**config.mk**
```make
export PLATFORM = sky130hd
export DESIGN_NAME = csr_sched_flat
export DESIGN_NICKNAME = d
export VERILOG_FILES = /design/src/rtl/csr_sched_if.sv /design/src/rtl/csr_sched.sv /design/src/flat_wrapper.sv
export SDC_FILE = /design/constraint.sdc
export NUM_CORES = 1
export LEC_CHECK = 0
export BUFFER_PORTS_ARGS = -buffer_cell sky130_fd_sc_hd__buf_2
export CAP_MARGIN = 15
export CORE_AREA = 2 2 315 317
export CTS_CLUSTER_SIZE = 28
export DETAILED_ROUTE_END_ITERATION = 10
export DIE_AREA = 0 0 317 319
export PLACE_DENSITY = 0.35
export SLEW_MARGIN = 10
export SYNTH_ARGS = -nofsm -noshare
export SYNTH_HDL_FRONTEND = slang
export SYNTH_SLANG_ARGS = --single-unit
```
**constraint.sdc**
```tcl
create_clock -name clk -period 2.42 [get_ports clk]
set_clock_uncertainty 0.1 [all_clocks]
set_input_delay 0.363 -clock clk [delete_from_list [all_inputs] [get_ports clk]]
set_output_delay 0.363 -clock clk [all_outputs]
set_load 0.005 [all_outputs]
```
**src/rtl/csr_sched_if.sv**
```systemverilog
// CSR unit port bundle: one op/pc/tval/wdata issue channel toward the CSR
// unit and its read-data / trap-redirect return path.
// master = scheduler side, slave = CSR unit side.
interface csr_sched_if #(
  parameter int XLEN = 64
);
  logic [4:0]      csr_op;
  logic [XLEN-1:0] csr_pc;
  logic [XLEN-1:0] csr_tval;
  logic [XLEN-1:0] csr_wdata;
  logic            csr_is_irq;
  logic [XLEN-1:0] csr_rdata;
  logic            csr_r_valid;
  logic            csr_trap_en;
  logic [XLEN-1:0] csr_trap_pc;

  modport master (
    output csr_op, csr_pc, csr_tval, csr_wdata, csr_is_irq,
    input  csr_rdata, csr_r_valid, csr_trap_en, csr_trap_pc
  );

  modport slave (
    input  csr_op, csr_pc, csr_tval, csr_wdata, csr_is_irq,
    output csr_rdata, csr_r_valid, csr_trap_en, csr_trap_pc
  );
endinterface

```
**src/rtl/csr_sched.sv**
```systemverilog
// csr_sched: shares the single CSR/trap unit port between pipeline
// exceptions, pending machine interrupts and CSR/RET instructions.
// One op is issued per grant (ISSUE lasts one cycle); a trap redirect is
// followed by FLUSH_CYCLES cycles of pipeline flush before re-arbitration.
// Optional build macro: CSR_SCHED_IRQ_SYNC_EN adds two-flop synchronisers
// on msip/mtip/meip (two extra cycles of interrupt latency).
//
// Handshake: a requester raises *_valid and holds it (with its payload)
// until the cycle in which its *_ready is high; that cycle is the transfer.
// *_ready is combinational, only ever high in IDLE, and only for the winner.
`ifndef SYSOP_NONE
`define SYSOP_NONE  5'h00
`endif
`ifndef SYSOP_CSR_W
`define SYSOP_CSR_W 5'h01
`endif
`ifndef SYSOP_CSR_S
`define SYSOP_CSR_S 5'h02
`endif
`ifndef SYSOP_CSR_C
`define SYSOP_CSR_C 5'h03
`endif
`ifndef SYSOP_RET
`define SYSOP_RET   5'h04
`endif
`ifndef M_MODE
`define M_MODE      2'b11
`endif

module csr_sched #(
  parameter int FLUSH_CYCLES = 2,
  parameter int XLEN         = 64
) (
  input  logic            clk,
  input  logic            rst,
  input  logic            exc_valid,
  input  logic [3:0]      exc_cause,
  input  logic [XLEN-1:0] exc_pc,
  input  logic [XLEN-1:0] exc_tval,
  output logic            exc_ready,
  input  logic            ci_valid,
  input  logic [4:0]      ci_op,
  input  logic [11:0]     ci_addr,
  input  logic [XLEN-1:0] ci_wdata,
  input  logic [XLEN-1:0] ci_pc,
  output logic            ci_ready,
  input  logic            msip,
  input  logic            mtip,
  input  logic            meip,
  input  logic [XLEN-1:0] mie_bits,
  input  logic            mstatus_mie,
  input  logic [1:0]      priv,
  csr_sched_if.master     bus,
  output logic            rsp_valid,
  output logic [XLEN-1:0] rsp_rdata,
  output logic            redirect_valid,
  output logic [XLEN-1:0] redirect_pc,
  output logic            flush,
  output logic            busy,
  output logic [1:0]      state_dbg
);

  typedef enum logic [1:0] {IDLE = 2'd0, ISSUE = 2'd1, FLUSH = 2'd2} state_t;

  state_t          state_q, state_d;
  logic [4:0]      op_q;
  logic [XLEN-1:0] pc_q, tval_q, wdata_q;
  logic            irq_q;
  logic [3:0]      cnt_q;
  logic [2:0]      irq_lines;   // {meip, msip, mtip}
  logic [2:0]      pend;
  logic            irq_req;
  logic [3:0]      irq_cause;
  logic            grant_exc, grant_irq, grant_ci;

`ifdef CSR_SCHED_IRQ_SYNC_EN
  logic [2:0] sync1_q, sync2_q;
  // Two-flop synchroniser for the asynchronous interrupt lines.
  always_ff @(posedge clk) begin
    if (rst) begin
      sync1_q <= 3'b000;
      sync2_q <= 3'b000;
    end else begin
      sync1_q <= {meip, msip, mtip};
      sync2_q <= sync1_q;
    end
  end
  assign irq_lines = sync2_q;
`else
  assign irq_lines = {meip, msip, mtip};
`endif

  // Only the three machine-level enable bits of mie matter here.
  logic unused_mie;
  assign unused_mie = ^{mie_bits[XLEN-1:12], mie_bits[10:8], mie_bits[6:4], mie_bits[2:0]};

  assign pend      = irq_lines & {mie_bits[11], mie_bits[3], mie_bits[7]};
  assign irq_req   = (|pend) && ((priv != `M_MODE) || mstatus_mie);
  assign irq_cause = pend[2] ? 4'd11 : (pend[1] ? 4'd3 : 4'd7);

  // Next-state, grant and CSR-port outputs.
  always_comb begin
    state_d        = state_q;
    grant_exc      = 1'b0;
    grant_irq      = 1'b0;
    grant_ci       = 1'b0;
    bus.csr_op     = `SYSOP_NONE;
    bus.csr_pc     = '0;
    bus.csr_tval   = '0;
    bus.csr_wdata  = '0;
    bus.csr_is_irq = 1'b0;
    case (state_q)
      IDLE: begin
        if (!rst) begin
          if (exc_valid)     grant_exc = 1'b1;
          else if (irq_req)  grant_irq = 1'b1;
          else if (ci_valid) grant_ci  = 1'b1;
        end
        if (grant_exc || grant_irq || grant_ci) state_d = ISSUE;
      end
      ISSUE: begin
        bus.csr_op     = op_q;
        bus.csr_pc     = pc_q;
        bus.csr_tval   = tval_q;
        bus.csr_wdata  = wdata_q;
        bus.csr_is_irq = irq_q;
        state_d        = bus.csr_trap_en ? FLUSH : IDLE;
      end
      FLUSH: begin
        if (cnt_q == 4'd0) state_d = IDLE;
      end
      default: state_d = IDLE;
    endcase
  end

  assign exc_ready = grant_exc;
  assign ci_ready  = grant_ci;
  assign flush     = (state_q == FLUSH);
  assign busy      = (state_q != IDLE);
  assign state_dbg = state_q;

  // State register.
  always_ff @(posedge clk) begin
    if (rst) state_q <= IDLE;
    else     state_q <= state_d;
  end

  // Request latch, response/redirect capture and flush counter.
  always_ff @(posedge clk) begin
    if (rst) begin
      op_q           <= `SYSOP_NONE;
      pc_q           <= '0;
      tval_q         <= '0;
      wdata_q        <= '0;
      irq_q          <= 1'b0;
      cnt_q          <= 4'd0;
      rsp_valid      <= 1'b0;
      rsp_rdata      <= '0;
      redirect_valid <= 1'b0;
      redirect_pc    <= '0;
    end else begin
      rsp_valid      <= 1'b0;
      redirect_valid <= 1'b0;
      if (grant_exc) begin
        op_q    <= {1'b1, exc_cause};
        pc_q    <= exc_pc;
        tval_q  <= exc_tval;
        wdata_q <= '0;
        irq_q   <= 1'b0;
      end else if (grant_irq) begin
        op_q    <= {1'b1, irq_cause};
        pc_q    <= ci_valid ? ci_pc : exc_pc;
        tval_q  <= '0;
        wdata_q <= '0;
        irq_q   <= 1'b1;
      end else if (grant_ci) begin
        op_q    <= ci_op;
        pc_q    <= ci_pc;
        tval_q  <= {{(XLEN-12){1'b0}}, ci_addr};
        wdata_q <= ci_wdata;
        irq_q   <= 1'b0;
      end
      if (state_q == ISSUE) begin
        if (bus.csr_r_valid) begin
          rsp_rdata <= bus.csr_rdata;
          rsp_valid <= 1'b1;
        end
        if (bus.csr_trap_en) begin
          redirect_pc    <= bus.csr_trap_pc;
          redirect_valid <= 1'b1;
          cnt_q          <= 4'(FLUSH_CYCLES - 1);
        end
      end
      if (state_q == FLUSH && cnt_q != 4'd0) cnt_q <= cnt_q - 4'd1;
    end
  end

endmodule

```
**src/flat_wrapper.sv**
```systemverilog
// flat-port wrapper written by rule: the top's interface ports become plain ports
module csr_sched_flat 
#(
  parameter int FLUSH_CYCLES = 2,
  parameter int XLEN         = 64
)
  (clk, rst, exc_valid, exc_cause, exc_pc, exc_tval, exc_ready, ci_valid, ci_op, ci_addr, ci_wdata, ci_pc, ci_ready, msip, mtip, meip, mie_bits, mstatus_mie, priv, rsp_valid, rsp_rdata, redirect_valid, redirect_pc, flush, busy, state_dbg, bus_csr_op, bus_csr_pc, bus_csr_tval, bus_csr_wdata, bus_csr_is_irq, bus_csr_rdata, bus_csr_r_valid, bus_csr_trap_en, bus_csr_trap_pc);
  csr_sched_if #(.XLEN(XLEN)) bus_i ();
  input  logic clk;
  input  logic rst;
  input  logic exc_valid;
  input  logic [3:0] exc_cause;
  input  logic [XLEN-1:0] exc_pc;
  input  logic [XLEN-1:0] exc_tval;
  output logic exc_ready;
  input  logic ci_valid;
  input  logic [4:0] ci_op;
  input  logic [11:0] ci_addr;
  input  logic [XLEN-1:0] ci_wdata;
  input  logic [XLEN-1:0] ci_pc;
  output logic ci_ready;
  input  logic msip;
  input  logic mtip;
  input  logic meip;
  input  logic [XLEN-1:0] mie_bits;
  input  logic mstatus_mie;
  input  logic [1:0] priv;
  output logic rsp_valid;
  output logic [XLEN-1:0] rsp_rdata;
  output logic redirect_valid;
  output logic [XLEN-1:0] redirect_pc;
  output logic flush;
  output logic busy;
  output logic [1:0] state_dbg;
  output wire logic [$bits(bus_i.csr_op)-1:0] bus_csr_op;
  output wire logic [$bits(bus_i.csr_pc)-1:0] bus_csr_pc;
  output wire logic [$bits(bus_i.csr_tval)-1:0] bus_csr_tval;
  output wire logic [$bits(bus_i.csr_wdata)-1:0] bus_csr_wdata;
  output wire logic [$bits(bus_i.csr_is_irq)-1:0] bus_csr_is_irq;
  input wire logic [$bits(bus_i.csr_rdata)-1:0] bus_csr_rdata;
  input wire logic [$bits(bus_i.csr_r_valid)-1:0] bus_csr_r_valid;
  input wire logic [$bits(bus_i.csr_trap_en)-1:0] bus_csr_trap_en;
  input wire logic [$bits(bus_i.csr_trap_pc)-1:0] bus_csr_trap_pc;
  assign bus_csr_op = bus_i.csr_op;
  assign bus_csr_pc = bus_i.csr_pc;
  assign bus_csr_tval = bus_i.csr_tval;
  assign bus_csr_wdata = bus_i.csr_wdata;
  assign bus_csr_is_irq = bus_i.csr_is_irq;
  assign bus_i.csr_rdata = bus_csr_rdata;
  assign bus_i.csr_r_valid = bus_csr_r_valid;
  assign bus_i.csr_trap_en = bus_csr_trap_en;
  assign bus_i.csr_trap_pc = bus_csr_trap_pc;
  csr_sched #(.FLUSH_CYCLES(FLUSH_CYCLES), .XLEN(XLEN)) u_core (.clk(clk), .rst(rst), .exc_valid(exc_valid), .exc_cause(exc_cause), .exc_pc(exc_pc), .exc_tval(exc_tval), .exc_ready(exc_ready), .ci_valid(ci_valid), .ci_op(ci_op), .ci_addr(ci_addr), .ci_wdata(ci_wdata), .ci_pc(ci_pc), .ci_ready(ci_ready), .msip(msip), .mtip(mtip), .meip(meip), .mie_bits(mie_bits), .mstatus_mie(mstatus_mie), .priv(priv), .bus(bus_i), .rsp_valid(rsp_valid), .rsp_rdata(rsp_rdata), .redirect_valid(redirect_valid), .redirect_pc(redirect_pc), .flush(flush), .busy(busy), .state_dbg(state_dbg));
endmodule
```
== Yosys cells after proc, flatten, opt, wreduce, memory -nomap -nowiden ==
Index checks and enable logic that the tools add are counted.
Word-level totals
  register bits after elaboration: 334
  input bits: 481
  logic and storage cells: 83
Cells by class
  add/subtract/negate cells: 1
  equal/unequal tests: 5
  multiplexer cells: 43
  bitwise logic cells: 2
  reduce and logical (&&, ||, !) cells: 21
Operator list (number)
  two-way mux 64 bit: 10
  two-way mux 1 bit: 20
  two-way mux 5 bit: 4
  two-way mux 4 bit: 4
  AND reduction 2 bit: 4
  nonzero test 2 bit: 4
  two-way mux 2 bit: 3
  one-hot mux 2 bit (3 select lines): 1
  OR reduction 3 bit: 2
  zero test 4 bit: 1
  inequality test 2 x 1 -> 1 bit, second input constant: 2
  nonzero test 4 bit: 1
  OR reduction 2 bit: 2
  subtractor 4 x 1 -> 4 bit, second input constant: 1
  bitwise AND 3 bit: 1
  logical OR 1 bit: 3
  two-way mux 3 bit: 1
  nonzero test 3 bit: 1
  == test 2 x 1 -> 1 bit, second input constant: 1
  == test 2 bit, second input constant: 1
  logical AND 1 bit: 2
  zero test 2 bit: 1
  inequality test 2 bit, second input constant: 1
  inverter 1 bit: 1

== Longest topological paths before layout ==
Gate-level depths: netlist of the first run.
  depth after elaboration: 11
  depth in mapped cells: 8
  gate-level depth less buffers: 6

== Worst setup path after synthesis of the first run ==
OpenSTA, ideal clock, no wires.
  kind: input to output
  start point: input mtip
  end point: output ci_ready
  arrival time: 1.520 ns
  required time: 1.957 ns
  slack: 0.437 ns
  stages: 4
  path through: a222oi_1 -> o211ai_1 -> inv_2 -> clkbuf_1
On the way
  longest elaborated chain between the ends: 8
RTL lines
  from (decl): line flat_wrapper.sv:23  | input logic mtip;
  bitwise AND 3 bit: line csr_sched.sv:97  | assign pend = irq_lines & {mie_bits[11], mie_bits[3], mie_bits[7]};
  OR reduction 3 bit: line csr_sched.sv:98  | assign irq_req = (|pend) && ((priv != `M_MODE) || mstatus_mie);
  logical AND 1 bit: line csr_sched.sv:98
  two-way mux 1 bit: line csr_sched.sv:116  | else if (irq_req) grant_irq = 1'b1;
  two-way mux 1 bit: line csr_sched.sv:115  | if (exc_valid) grant_exc = 1'b1;
  two-way mux 1 bit: line csr_sched.sv:114  | if (!rst) begin
  two-way mux 1 bit (2 in a row): line csr_sched.sv:112  | case (state_q)
  to (decl): line flat_wrapper.sv:21  | output logic ci_ready;
No other way between the ends. The select of a mux whose other input is x is not followed.

== Final worst setup path of the first run ==
  start point: register u_core.state_q[0], in the netlist u_core.state_dbg[0]
  end point: output bus_csr_pc[3]
On the way
  longest elaborated chain between the ends: 2
RTL lines
  from (decl): line csr_sched.sv:65  | state_t state_q, state_d;
  from (signal assigned): line csr_sched.sv:145  | else state_q <= state_d;
  == test 2 x 1 -> 1 bit: line csr_sched.sv:112
  two-way mux 64 bit: line csr_sched.sv:112
  to (decl): line flat_wrapper.sv:36  | output wire logic [$bits(bus_i.csr_pc)-1:0] bus_csr_pc;
No other way between the ends.

==> results.sh, run 1 <==
export IMPL_cpPeakStageDelay_ns=0.38
export IMPL_worstSetupPathType="flop to primary output"
export IMPL_global_route_overflow_total=0
export IMPL_fmax_mhz=419
export IMPL_initial_core_util_pct=14.2
export IMPL_critical_path_startpoint_type="flop"
export IMPL_routedWlPerCell_um=17.2
export IMPL_path_max_fanout=14
export IMPL_grt_start_max_net_pins=113
export IMPL_slew_viol_final=0
export IMPL_cts_tree="built"
export IMPL_synth_largest_area_cell="sky130_fd_sc_hd__dfxtp_1"
export IMPL_worstPathCellList="nor2b_4, buf_12, buf_16, buf_16, and2_1, buf_2"
export IMPL_power_density_relative_to_cell_area_nw_per_um2=597
export IMPL_setup_tns_ns=0
export IMPL_post_synth_top_area_fraction_pct=48.1
export IMPL_first_pass_grt_wire_length_um=102000
export IMPL_max_slew_margin_pct=45.2
export IMPL_drt_wirelength_um=70800
export IMPL_yosysWarningCount=0
export IMPL_finalSetupViolCount=0
export IMPL_detail_route_iter0_violations=776
export IMPL_crit_path_top_delay_cell="sky130_fd_sc_hd__dfxtp_4"
export IMPL_cts_htree_levels=2
export IMPL_clockRootBuffer="sky130_fd_sc_hd__clkbuf_16"
export IMPL_fillers=10800
export IMPL_crit_path_end_kind="primary output"
export IMPL_first_global_vias=16700
export IMPL_drtPass1Iterations=5
export IMPL_synth_net_count=2157
export IMPL_min_period_over_period_pct=98.5
export IMPL_run_status="finished clean"
export IMPL_drv_max_cap_violation_count=0
export IMPL_post_dp_hpwl_um=47600
export IMPL_worst_pin_slew_ns=0.821
export IMPL_worst_case_vdd_ir_drop_mv=0.479
export IMPL_min_delay_path_class="primary input to flop"
export IMPL_synth_seq_cells=334
export IMPL_dieArea_um2=101000
export IMPL_total_leakage_power_nw=10.9
export IMPL_rsz_0062_raised_after_global_routing="true"
export IMPL_syn_inst=1675
export IMPL_rows=115
export IMPL_syn_area_um2=13900
export IMPL_die_x_um=317
export IMPL_clock_tree_buffer_depth=3
export IMPL_tritoncts_num_sinks=334
export IMPL_numCtsBuffers=43
export IMPL_worst_ep_required_time_ns=1.96
export IMPL_ys_seq_area_share_pct=48.1
export IMPL_vias_per_cell=3.99
export IMPL_cp_dominant_cell_by_count="sky130_fd_sc_hd__buf_16"
export IMPL_most_common_layout_cells="sky130_fd_sc_hd__buf_2 (729), sky130_fd_sc_hd__dlygate4sd3_1 (402), sky130_fd_sc_hd__nand2_1 (394), sky130_fd_sc_hd__dfxtp_1 (332), sky130_fd_sc_hd__a21oi_1 (263)"
export IMPL_finish_net_count=3278
export IMPL_drcViolationCount=0
export IMPL_fin_crit_ns=2.38
export IMPL_final_hold_viol_count=0
export IMPL_syn_avg_cell_area_um2=8.29
export IMPL_gpl_final_weighted_congestion=0.761
export IMPL_num_io_pins=815
export IMPL_layout_drive_gt1_share_pct=32.8
export IMPL_die_height_um=319
export IMPL_gr_usage_all_layers_pct=13.0
export IMPL_synthTopCellsByArea="sky130_fd_sc_hd__dfxtp_1 (48%), sky130_fd_sc_hd__and2_1 (12%), sky130_fd_sc_hd__nand2_1 (11%), sky130_fd_sc_hd__a21oi_1 (9.5%), sky130_fd_sc_hd__a32oi_1 (4.0%)"
export IMPL_layout_commonest_cell="sky130_fd_sc_hd__buf_2"
export IMPL_timing_critical_path_arrival_ns=1.92
export IMPL_clk_pin_slew_ns=0.06
export IMPL_antenna_violating_nets_remaining=0
export IMPL_synth_lib_cells_used_distinct=42
export IMPL_area_growth_pct=82.6
export IMPL_clock_latency_ns=0.60
export IMPL_placement_io_buffers=753
export IMPL_final_util_pct=26.0
export IMPL_coreArea_um2=97700
export IMPL_routed_via_count=16400
export IMPL_grt_antenna_before_repair=15
what timing repair did:
action,CTS,global route
gates cloned,3,7
gates resized for setup,17,50
hold buffers,402,0
buffers inserted,9,5
setup endpoints to repair,202,164
endpoints found under the hold margin,325,0
pin swaps,6,11
metal layers:
| metal | part of all wire, % | GRT usage, % | up-vias | wire length, um |
|---|---|---|---|---|
| met5 | 0.096 | 0 | - | 68 |
| met4 | 3.4 | 4.91 | 12 | 2410 |
| met3 | 6.8 | 3.40 | 115 | 4780 |
| met2 | 48 | 22.5 | 542 | 34300 |
| met1 | 41 | 15.1 | 7686 | 29200 |
| li1 | - | - | 8073 | - |
per-stage QoR:
step / cell area [um2] / total power [mW] / setup WS, ns / instances / hold WS, ns
5_1_grt: 25400 / 16.0 / -0.105 / 4115 / 0.0581
3_3_place_gp: 19400 / 8.20 / 0.232 / 3614 / 0.340
6_report: 25400 / 15.1 / 0.0354 / 4118 / 0.0577
2_1_floorplan: 13900 / 7.03 / 0.437 / 1675 / 0.324
3_5_place_dp: 19400 / 8.18 / 0.220 / 3614 / 0.341
4_1_cts: 25000 / 15.4 / -0.0738 / 4101 / 0.00662
flip-flops by register name, indices dropped and copies added, names as in the netlist:
register,count
u_core.cnt_q,4
u_core.irq_q,1
u_core.op_q,5
u_core.pc_q,64
u_core.redirect_pc,64
u_core.redirect_valid,1
u_core.rsp_rdata,64
u_core.rsp_valid,1
u_core.state_dbg,2
u_core.tval_q,64
u_core.wdata_q,64
cells in the mapped netlist (all sizes together):
library cell  instances
a31oi                 1
nor2b                 3
a211oi                3
and2                263
o211ai                2
o41ai                 1
buf                  28
o2bb2ai               2
a21oi               264
o21a                  1
clkbuf              124
a222oi               13
o22ai                 1
nand3b                4
a311oi                1
nor2                 23
mux2                  1
o221ai                1
nand2               395
a2111oi               1
a221oi               63
nor3                  7
a211o                 1
o21bai                1
dfxtp               334
a22o                 53
ha                    1
o21ai                 6
nor4                  1
nand4b                1
or3b                  1
a32oi                64
and3b                 3
or2                   1
inv                   6
final timing paths:
| kind | startpoint | end | slack (ns) | cells past startpoint |
|---|---|---|---|---|
| worst max-delay path | u_core.state_dbg[0] | bus_csr_pc[3] | 0.04 | 6 |
| worst min-delay path | ci_pc[40] | u_core.pc_q[40] | 0.06 | 3 |
| worst max register to register | u_core.state_dbg[0] | u_core.pc_q[61] | 0.16 | 9 |
| worst min register to register | u_core.wdata_q[61] | u_core.wdata_q[61] | 0.35 | 2 |
cells by family (layout without fill, tap and decap cells):
kind of cell	count (synthesis)	in the layout	share of synthesized area, %
simple gates	702	702	24.2
flops	334	334	48.1
other cells	0	7	0
buf+inv	158	1307	4.46
compound gates	479	479	23.0
mux	1	1	0.0811
fa+ha+maj	1	1	0.0901
power by group:
group          internal, mW  total (mW)  leakage, nW  switching [mW]
combinational          1.45        2.81         7.57            1.36
clock                  3.66        6.34        0.645            2.68
sequential             5.81        6.00         2.73           0.188
worst max-delay path: cells and delay by family (launching register included):
kind	cells	cell delay, ns
DFF	1	0.38
and+or+nand+nor	2	0.34
buffers and inverters	4	0.58
final cells by class:
type,instances,area (um2),share of cell area (%)
clock buffer,61,1190,4.71
antenna,7,17.5,0.0691
inverter,6,25.0,0.0986
timing repair buffer,1228,8950,35.3
multi-input combinational,1183,6710,26.5
clock inverter,12,160,0.631
tap,1287,1610,6.35
sequential,334,6690,26.4
Power figures use the tool's default switching activity.
==> run 2: changes to the inputs <==
CELL_PAD_IN_SITES_DETAIL_PLACEMENT = 1   (was default)
CELL_PAD_IN_SITES_GLOBAL_PLACEMENT = 1   (was default)
CORE_AREA = 2 2 319 321   (was 2 2 315 317)
DIE_AREA = 0 0 321 323   (was 0 0 317 319)
PLACE_DENSITY = 0.44   (was 0.35)
==> run 2 against run 1 <==
Flip-flop and latch count unchanged; largest cell class unchanged; cell count up 1.1%; the run now ends with setup timing left; largest power group unchanged; via count up 4.4%; combinational power up 6%; utilization up 0.11 points; critical path depth up 1; non-clock buffer count up 9; die area up 2.5%; clock power up 7.3%; setup slack worse by 0.086 ns.
==> results.sh, run 2 (synthesis results as in run 1) <==
export IMPL_instances_no_fill=4164
export IMPL_cts_htree_levels=2
export IMPL_max_slew_margin_pct=36.0
export IMPL_layout_drive_gt1_share_pct=35.4
export IMPL_clock_tree_buffer_depth=3
export IMPL_grt_start_max_net_pins=120
export IMPL_clockRootBuffer="sky130_fd_sc_hd__clkbuf_16"
export IMPL_dieArea_um2=104000
export IMPL_coreArea_um2=101000
export IMPL_drcViolationCount=0
export IMPL_routedWlPerCell_um=18.8
export IMPL_grt_antenna_before_repair=17
export IMPL_final_hold_viol_count=0
export IMPL_violations="setup timing"
export IMPL_rsz_0062_raised_after_global_routing="true"
export IMPL_drtPass1Iterations=6
export IMPL_timing_final_ws_setup_ns=-0.0503
export IMPL_crit_path_top_delay_cell="sky130_fd_sc_hd__dfxtp_4"
export IMPL_total_leakage_power_nw=11.2
export IMPL_die_height_um=323
export IMPL_area_growth_pct=89.1
export IMPL_post_dp_hpwl_um=52200
export IMPL_timing_critical_path_arrival_ns=2.01
export IMPL_first_pass_grt_wire_length_um=112000
export IMPL_num_io_pins=815
export IMPL_cpPeakStageDelay_ns=0.39
export IMPL_most_common_layout_cells="sky130_fd_sc_hd__buf_2 (669), sky130_fd_sc_hd__dlygate4sd3_1 (402), sky130_fd_sc_hd__nand2_1 (394), sky130_fd_sc_hd__dfxtp_1 (332), sky130_fd_sc_hd__a21oi_1 (263)"
export IMPL_hold_ws_ns=0.110
export IMPL_slew_viol_final=0
export IMPL_drv_max_cap_violation_count=0
export IMPL_first_global_vias=18100
export IMPL_clk_pin_slew_ns=0.06
export IMPL_power_density_relative_to_cell_area_nw_per_um2=601
export IMPL_detail_route_iter0_violations=693
export IMPL_clock_latency_ns=0.59
export IMPL_layout_commonest_cell="sky130_fd_sc_hd__buf_2"
export IMPL_place_inst=3638
export IMPL_drt_wirelength_um=78400
export IMPL_tritoncts_num_sinks=334
export IMPL_setup_ws_pre_cts_ns=-0.0449
export IMPL_min_delay_path_class="primary input to flop"
export IMPL_global_route_overflow_total=0
export IMPL_die_x_um=321
export IMPL_gr_usage_all_layers_pct=14.1
export IMPL_critical_path_startpoint_type="flop"
export IMPL_routed_via_count=17100
export IMPL_fin_crit_ns=2.47
export IMPL_finish_net_count=3290
export IMPL_numCtsBuffers=46
export IMPL_rows=117
export IMPL_placement_io_buffers=753
export IMPL_vias_per_cell=4.12
export IMPL_worst_case_vdd_ir_drop_mv=0.432
export IMPL_path_max_fanout=7
export IMPL_setup_tns_ns=-1.38
export IMPL_worstPathCellList="nor2b_4, buf_6, buf_12, buf_12, clkbuf_16, and2_4, buf_6"
export IMPL_final_util_pct=26.1
export IMPL_antenna_violating_nets_remaining=0
export IMPL_finalSetupViolCount=74
export IMPL_worst_pin_slew_ns=0.960
export IMPL_initial_core_util_pct=13.8
export IMPL_crit_path_end_kind="primary output"
export IMPL_run_status="finished with violations"
export IMPL_worstSetupPathType="flop to primary output"
export IMPL_fmax_mhz=405
export IMPL_gpl_final_weighted_congestion=0.781
export IMPL_reg2reg_setup_slack_ns=0.09
export IMPL_worst_ep_required_time_ns=1.96
export IMPL_cts_tree="built"
export IMPL_min_period_over_period_pct=102
[run 2: cell types whose count changed in the layout (fill, tap and decap cells not counted), moves of 2 or more]
cell,before,now
sky130_fd_sc_hd__and2_1,238,174
sky130_fd_sc_hd__and2_4,21,85
sky130_fd_sc_hd__buf_2,729,669
sky130_fd_sc_hd__buf_6,27,87
sky130_fd_sc_hd__clkbuf_1,13,19
sky130_fd_sc_hd__clkbuf_16,47,52
sky130_fd_sc_hd__clkbuf_8,6,11
sky130_fd_sc_hd__buf_12,21,25
sky130_fd_sc_hd__diode_2,7,11
sky130_fd_sc_hd__buf_16,4,6
sky130_fd_sc_hd__buf_4,38,40
sky130_fd_sc_hd__clkinvlp_4,4,2
[run 2: stage by stage]
step / area, um2 / power [mW]
2_1_floorplan: 13900 / 7.03
3_3_place_gp: 19400 / 8.18
3_5_place_dp: 19400 / 8.24
4_1_cts: 25600 / 16.0
5_1_grt: 26300 / 16.6
6_report: 26300 / 15.8
[run 2: final cells by class]
class | count | area [um2]
Fill cell | 11900 | 74500
Timing Repair Buffer | 1237 | 9500
Multi-Input combinational cell | 1183 | 6890
Sequential cell | 334 | 6690
Tap cell | 1309 | 1640
Clock buffer | 76 | 1390
Clock inverter | 8 | 98.8
Antenna cell | 11 | 27.5
Inverter | 6 | 25.0
[run 2: worst paths after layout]
path                         from                   end  depth (start not counted)
max           u_core.state_dbg[0]     bus_csr_wdata[43]                          7
min                  exc_cause[2]        u_core.op_q[2]                          3
max reg2reg   u_core.state_dbg[0]       u_core.pc_q[61]                          8
min reg2reg  u_core.rsp_rdata[57]  u_core.rsp_rdata[57]                          2
[run 2: power breakdown]
group          switching, mW  total (mW)  internal [mW]
Combinational           1.45        2.98           1.52
Sequential             0.190        6.00           5.81
Clock                   2.71        6.80           4.09
Total                   4.35        15.8           11.4
[run 2: layer usage]
layer / up-vias / GRT usage, % / part of all wire, %
li1: 8100 / - / -
met1: 8364 / 15.6 / 39
met2: 543 / 25.6 / 52
met3: 134 / 3.52 / 6.2
met4: 4 / 5.58 / 3.4
met5: - / 0 / 0.031
[run 2: timing repair]
action / in CTS / in global routing
endpoints found under the hold margin: 324 / 1
buffers inserted: 18 / 3
gates cloned: 7 / 5
pin swaps: 13 / 59
resized for setup: 73 / 132
setup endpoints to repair: 202 / 189
hold buffers: 401 / 1
[run 2: worst max-delay path, delay by kind of cell (launching register included)]
family / cells / cell delay, ns
AND/OR/NAND/NOR: 2 / 0.31
buffers and inverters: 5 / 0.68
flip-flops: 1 / 0.39
==> run 3: changes to the inputs <==
CAP_MARGIN = default   (was 15)
clock period = 2.8 ns   (was 2.42 ns; I/O delays follow)
==> run 3 against run 2 <==
The flow now finishes without violations; critical path depth fell by 2; cell count fell by 1.5%; non-clock buffer count fell by 54; total power fell by 17%; largest cell class unchanged.
==> results.sh, run 3 (synthesis results as in run 1) <==
export IMPL_numCtsBuffers=45
export IMPL_crit_path_top_delay_cell="sky130_fd_sc_hd__dfxtp_4"
export IMPL_min_period_over_period_pct=94.5
export IMPL_reg_to_reg_start="u_core.state_dbg[1]"
export IMPL_area_growth_pct=77.2
export IMPL_critical_path_startpoint_type="flop"
export IMPL_cts_setup_buffers=0
export IMPL_grt_start_max_net_pins=124
export IMPL_antenna_violating_nets_remaining=0
export IMPL_reg2reg_setup_slack_ns=0.16
export IMPL_clock_tree_buffer_depth=3
export IMPL_layout_drive_gt1_share_pct=31.7
export IMPL_worst_pin_slew_ns=0.935
export IMPL_finalSetupViolCount=0
export IMPL_layout_commonest_cell="sky130_fd_sc_hd__buf_2"
export IMPL_global_route_overflow_total=0
export IMPL_worst_ep_required_time_ns=2.28
export IMPL_critPathBufInv=3
export IMPL_routedWlPerCell_um=18.2
export IMPL_post_dp_hpwl_um=51900
export IMPL_gpl_final_weighted_congestion=0.778
export IMPL_routed_via_count=16800
export IMPL_die_x_um=321
export IMPL_setup_tns_ns=0
export IMPL_fillers=12000
export IMPL_drv_max_cap_violation_count=0
export IMPL_grt_antenna_before_repair=14
export IMPL_cts_htree_levels=2
export IMPL_placement_io_buffers=753
export IMPL_slew_viol_final=0
export IMPL_first_pass_grt_wire_length_um=109000
export IMPL_worstSetupPathType="flop to primary output"
export IMPL_timing_critical_path_max_delay_family="buffers and inverters"
export IMPL_clockRootBuffer="sky130_fd_sc_hd__clkbuf_16"
export IMPL_rows=117
export IMPL_worst_r2r_endpoint="u_core.pc_q[4]"
export IMPL_tritoncts_num_sinks=334
export IMPL_finish_instance_area_um2=24600
export IMPL_power_density_relative_to_cell_area_nw_per_um2=533
export IMPL_max_slew_margin_pct=37.7
export IMPL_gr_usage_all_layers_pct=13.6
export IMPL_rsz_0062_raised_after_global_routing="false"
export IMPL_finish_net_count=3235
export IMPL_total_leakage_power_nw=10.6
export IMPL_drt_wirelength_um=74600
export IMPL_drtPass1Iterations=5
export IMPL_reg2reg_depth=8
export IMPL_p_total_mw=13.1
export IMPL_clock_latency_ns=0.60
export IMPL_fmax_mhz=378
export IMPL_worstHoldEndpoint="u_core.pc_q[5]"
export IMPL_worst_case_vdd_ir_drop_mv=0.341
export IMPL_timing_critical_path_arrival_ns=2.13
export IMPL_die_height_um=323
export IMPL_detail_route_iter0_violations=657
export IMPL_initial_core_util_pct=13.8
export IMPL_worstPathCellList="nor2b_4, buf_12, buf_4, and2_1, buf_2"
export IMPL_final_hold_viol_count=0
export IMPL_whs_path_depth=3
export IMPL_run_status="finished clean"
export IMPL_fin_crit_ns=2.65
export IMPL_placedInstanceArea_um2=19300
export IMPL_num_io_pins=815
export IMPL_crit_path_end_kind="primary output"
export IMPL_coreArea_um2=101000
export IMPL_min_delay_path_class="primary input to flop"
export IMPL_vias_per_cell=4.08
export IMPL_cts_tree="built"
export IMPL_drcViolationCount=0
export IMPL_path_max_fanout=44
export IMPL_dieArea_um2=104000
export IMPL_hold_sp="ci_pc[5]"
export IMPL_most_common_layout_cells="sky130_fd_sc_hd__buf_2 (752), sky130_fd_sc_hd__nand2_1 (394), sky130_fd_sc_hd__dlygate4sd3_1 (386), sky130_fd_sc_hd__dfxtp_1 (332), sky130_fd_sc_hd__a21oi_1 (263)"
export IMPL_first_global_vias=17700
export IMPL_setup_ws_pre_cts_ns=0.246
export IMPL_cpPeakStageDelay_ns=0.42
export IMPL_clk_pin_slew_ns=0.06
export IMPL_timing_final_ws_setup_ns=0.154
run 3: cell count changes in the layout (fill, tap and decap cells not counted), sizes merged:
| cell | previous run | this run |
|---|---|---|
| buf | 828 | 795 |
| bufbuf | 1 | 0 |
| bufinv | 2 | 1 |
| clkbuf | 82 | 69 |
| clkinv | 3 | 7 |
| clkinvlp | 2 | 0 |
| dlygate4sd3 | 402 | 386 |
| inv | 7 | 8 |
run 3: cell type report:
type	instances	area, um2	share of cell area (%)
inverter	6	22.5	0.0915
multi-input combinational	1183	6660	27.1
sequential	334	6690	27.2
clock buffer	67	1300	5.28
antenna	11	27.5	0.112
timing repair buffer	1183	8170	33.2
clock inverter	10	105	0.427
tap	1309	1640	6.65
run 3: worst max-delay path by stage:
stage	start	endpoint	slack, ns	depth (start not counted)
6_report	u_core.state_dbg[0]	bus_csr_tval[47]	0.15	5
3_3_place_gp	exc_valid	u_core.wdata_q[51]	0.31	6
5_1_grt	u_core.state_dbg[0]	bus_csr_tval[54]	0.01	5
2_1_floorplan	mtip	ci_ready	0.70	4
4_1_cts	u_core.state_dbg[0]	bus_csr_wdata[20]	0.02	5
3_5_place_dp	exc_valid	u_core.wdata_q[41]	0.25	6
run 3: worst min-delay path, cell delays in order:
cell and delay (ns):
sky130_fd_sc_hd__buf_2 0.08, sky130_fd_sc_hd__a32oi_1 0.09, sky130_fd_sc_hd__a21oi_1 0.13
run 3: power by group:
part	switching, mW	internal, mW
logic	1.15	1.15
registers	0.157	5.02
clock network	2.36	3.29
total	3.67	9.45
run 3: metal layers:
metal  vias to the layer above  track usage, %  part of all wire, %
met3                       104            3.11                  5.7
met5                         -               0                0.040
met2                       504            24.7                   51
met4                         4            5.10                  2.8
li1                       7978               -                    -
met1                      8165            15.3                   40
run 3: what timing repair did:
action / 4_1_cts / 5_1_grt
hold endpoints to repair: 320 / 0
gates resized for setup: 4 / 2
endpoints found under the setup margin: 146 / 72
hold buffers: 386 / 0
gates cloned: 0 / 1
run 3: through the flow:
step / cells / utilization [%] / hold WS [ns]
2_1_floorplan: 1675 / - / 0.324
3_3_place_gp: 3628 / 19.1 / 0.339
3_5_place_dp: 3628 / 19.1 / 0.345
4_1_cts: 4091 / 24.4 / 0.00155
5_1_grt: 4102 / 24.4 / 0.0334
6_report: 4103 / 24.4 / 0.0616
